<file path="src/rtl/cme_count_pkg.sv">
// Shared types and widths for the cascaded count-word generator/checker pair.
package cme_count_pkg;

    localparam int NIBBLE_W         = 4;
    localparam int WORD_W           = 8;
    localparam int DEFAULT_CARRY_AT = 7;

    typedef enum logic [1:0] {
        ST_IDLE   = 2'd0,
        ST_SYNC   = 2'd1,
        ST_LOCKED = 2'd2
    } state_t;

endpackage

</file>
<file path="src/rtl/count_next_word.sv">
// Combinational predictor of the successor of a {hi,lo} count word.
module count_next_word
    import cme_count_pkg::*;
#(
    parameter int CARRY_AT = DEFAULT_CARRY_AT
) (
    input  logic [WORD_W-1:0] i_word,
    output logic [WORD_W-1:0] o_next
);

    localparam logic [NIBBLE_W-1:0] CARRY_NIB = NIBBLE_W'(CARRY_AT);

    logic [NIBBLE_W-1:0] w_lo;
    logic [NIBBLE_W-1:0] w_hi;

    assign w_lo = i_word[NIBBLE_W-1:0];
    assign w_hi = i_word[WORD_W-1:NIBBLE_W];

    // Both nibbles wrap modulo 16; hi advances only on the carry value of lo.
    always_comb begin
        o_next                      = '0;
        o_next[NIBBLE_W-1:0]        = w_lo + 4'd1;
        o_next[WORD_W-1:NIBBLE_W]   = (w_lo == CARRY_NIB) ? (w_hi + 4'd1) : w_hi;
    end

endmodule

</file>
<file path="config.mk">
export PLATFORM = sky130hd
export DESIGN_NAME = count_next_word
export DESIGN_NICKNAME = d
export VERILOG_FILES = /design/src/rtl/cme_count_pkg.sv /design/src/rtl/count_next_word.sv
export SDC_FILE = /design/constraint.sdc
export NUM_CORES = 1
export LEC_CHECK = 0
export ABC_AREA = 1
export CORE_AREA = 2 2 39 41
export DETAILED_ROUTE_END_ITERATION = 8
export DIE_AREA = 0 0 41 43
export PLACE_DENSITY_LB_ADDON = 0.15
export REMOVE_ABC_BUFFERS = 1
export SLEW_MARGIN = 40
export SYNTH_ARGS = -nofsm -noshare
export SYNTH_HDL_FRONTEND = slang
export SYNTH_SLANG_ARGS = --single-unit
export TNS_END_PERCENT = 10
</file>
<file path="constraint.sdc">
create_clock -name vclk -period 0.93
set_input_delay 0.1395 -clock vclk [all_inputs]
set_output_delay 0.1395 -clock vclk [all_outputs]
set_load 0.05 [all_outputs]
</file>
---- Word-level counts from Yosys, hierarchy flattened ----
Index checks and enable logic that the tools add are counted.
word-level totals
  bits in registers ....................... 0
  input port bits ......................... 8
  output and inout bits ................... 8
  word-level logic and storage cells ...... 4
cells by class
  $add $sub $neg .......................... 2
  eq/ne operators ......................... 1
  multiplexer cells ....................... 1
operators with widths
  cell                 number
  $add 4x1->4 const B  2
  $eq 4x3->1 const B   1
  $mux 4               1

---- Depth between registers and ports, before layout ----
  word-level depth ........................ 2
  depth in mapped cells ................... 5

---- Worst setup path after synthesis ----
No wires, ideal clock.
  path kind ............................... input-to-output
  start point ............................. in i_word[0]
  end point ............................... out o_next[4]
  arrival time ............................ 1.292 ns
  path slack .............................. -0.501 ns
  stages .................................. 3
  path through ............................ ha_1 > nand3_4 > xnor2_1
between the ends
  longest elaborated chain between the ends .. 2
ends and longest elaborated chain
  item             RTL line               RTL
  start, declared  count_next_word.sv:7   input logic [WORD_W-1:0] i_word,
  $eq 4x3->1       count_next_word.sv:23  o_next[WORD_W-1:NIBBLE_W] = (w_lo == CARRY_NIB) ? (w_hi + 4'd1) : w_hi;
  $mux 4           count_next_word.sv:23
  end, declared    count_next_word.sv:8   output logic [WORD_W-1:0] o_next
Every way passes these cells.

---- Final worst setup path ----
  start point ............................. in i_word[1]
  end point ............................... out o_next[5]
Same word-level chain as after synthesis.

==> key figures <==
Power
  – VDD IR max: 0.311 mV
  – P_leak: 0.235 nW
  – Power density over cell area: about 730 nW/µm²
  – Tot Pwr: approximately 0.38 mW

Floorplanning
  – I/O pins: 16
  – CORE AREA: roughly 1400 µm²
  – Die H: about 43 µm
  – Initial Util: 10.7%
  – Die width: 41 µm
  – Row cnt: 14
  – Die area: 1760 µm²

Drt
  – DR vias/cell: 4.12
  – Pre-antenna DRT Iters: 1
  – Vias: approximately 240
  – Routed WL per cell: 10.6 µm
  – Wirelength, routed: 623 µm
  – Drt drc: 0
  – 1st-iter DRT viols: 0
  – Antenna Nets Post-Route: 0

Worst setup path
  – Slowest stage cell, crit path: ha_4
  – Critical path cell sequence: buf_8 > ha_4 > nand3_4 > clkinv_4 > nand2_2 > nand2_2 > buf_12
  – Crit path top cell by count: nand2_2
  – CP Class: in -> out
  – CP max stage delay: 160 ps
  – CP Launch Type: primary input
  – Worst EP arrival: 880 ps
  – Required time worst endpoint: 790 ps
  – CP Capture Type: output port
  – Crit path max fanout: 6

Clock network
  – # Post-CTS Setup Buffers: 0

Timing
  – Fmax: 978 MHz
  – Final worst-path cycle share: 110%
  – Final hold violations: 0
  – Max-slew violations: 0
  – Final min period: 1020 ps
  – Setup violators final: 6
  – Max-slew headroom: between 80% and 90%
  – Final WS setup: -92.1 ps
  – Worst slew pin tran: 265 ps
  – RSZ-0062 raised after global routing: true

Cells and area
  – Layout Utilization: 37.2%
  – Nets@finish: 55
  – Sequential cell count: 0
  – Register area: 0 µm²
  – Synthesis-to-finish area growth: 248%
  – Fillers: about 150
  – Combined area of the multi-input logic cells: around 220 µm²
  – Layout cells sized above 1: between 70% and 80%
  – Clock buffer count: 0
  – Antenna cells: 0

Synthesis
  – Syn avg cell area: 6.15 µm²
  – Leading area contributor after synthesis: nand2_1
  – Post-synth cell types: 10
  – Synth cell count leaders: nand2_1 (9), inv_1 (3)
  – Top cell type's share of synthesized area: a little under a quarter
  – Yosys synthesis warning count: 0
  – Cell Area, Synth: 148 µm²
  – Most frequent cell after synthesis: nand2_1
  – Synth Instances: 24
  – Top cells by area, synth: nand2_1 (23%), ha_1 (17%), nand3_4 (12%)
  – Sequential area share after synthesis: 0%

Job
  – # Max-Cap Violations: 0

Hold path
  – Worst hold path class: in -> out
  – Hold path cells: 3
  – Hold endpoint: o_next[1]
  – Worst Hold Launch: i_word[0]

Global route
  – Antenna violations before repair: 0
  – GRT Resource Usage Total: 7.71%
  – Vias in the first global route: 267
  – Total gr overflow: 0
  – First-pass GRT wire length: roughly 990 µm
  – Largest net degree at the start of global routing: 7

Status
  – Violated checks: negative setup slack
  – Status: finished, violations left

Placement
  – Placer Congestion: 0.585
  – Place WS: -626 ps
  – Detail Placement HPWL: roughly 460 µm
  – PortBufs: 16
[layout make-up]
| cell class | instances | share of cell area [%] |
|---|---|---|
| Tap cell | 16 | 3.89 |
| Multi-Input combinational cell | 20 | 41.8 |
| Timing Repair Buffer | 19 | 50.4 |
| Inverter | 4 | 3.89 |
[layout by cell type (no fill, tap or decap)]
cell and instances:
clkinv_4 1, buf_2 3, clkbuf_2 1, buf_4 2, xor2_1 1, xor2_2 1
nand3_1 2, nand2_2 5, buf_12 8, inv_1 2, buf_8 2, xnor2_4 1
nand2_1 4, ha_4 2, inv_2 1, nand3_4 1, buf_6 3, xnor2_2 1
o21ai_4 1, nand4_1 1
[power breakdown]
group | switching (mW) | internal (mW) | leakage, nW
Clock | 0 | 0 | 0
Combinational | 0.190 | 0.186 | 0.235
Sequential | 0 | 0 | 0
[kinds of logic (layout without fill, tap and decap cells)]
kind of cell | Yosys count | count (layout) | share of synthesized area, %
AOI/OAI and AO/OA | 1 | 1 | 3.39
xor gates and xnor gates | 4 | 4 | 23.7
adders and majority gates | 2 | 2 | 16.9
buffers and inverters | 4 | 23 | 10.2
and+or+nand+nor | 13 | 13 | 45.8
[worst max-delay path: cells and delay by family]
| family | cells | cell delay, ps |
|---|---|---|
| adder cells (fa/ha/maj) | 1 | 160 |
| AND/OR/NAND/NOR | 3 | 260 |
| buffers and inverters | 3 | 320 |
[how the worst max path moves through the flow]
stage	from	end	slack, ps
2_1_floorplan	i_word[0]	o_next[4]	-500
4_1_cts	i_word[1]	o_next[4]	-100
5_1_grt	i_word[1]	o_next[5]	-120
6_report	i_word[1]	o_next[5]	-90
3_3_place_gp	i_word[0]	o_next[4]	-630
3_5_place_dp	i_word[0]	o_next[4]	-630
[timing repair]
item | in CTS | in global routing
setup endpoints to repair | 8 | 6
cloned | 0 | 0
resized for setup | 55 | 3
pin swaps | 8 | 2
endpoints found under the hold margin | 0 | 0
hold buffers | 0 | 0
[through the flow]
stage / hold WS, ps / cells / setup TNS, ps / instance area, µm²
2_1_floorplan: 455 / 24 / -1680 / 148
3_3_place_gp: 1040 / 59 / -3770 / 430
3_5_place_dp: 1040 / 59 / -3790 / 430
4_1_cts: 612 / 59 / -394 / 507
5_1_grt: 620 / 59 / -609 / 514
6_report: 613 / 59 / -387 / 514
[layer usage]
layer  track usage [%]  share of wire, %  up-vias
li1                  -                 -      113
met3              1.57                13        0
met2              15.6                56       15
met4                 0                 0        0
met5                 0                 0        -
met1              7.64                30      115
Power figures use the tool's default switching activity.
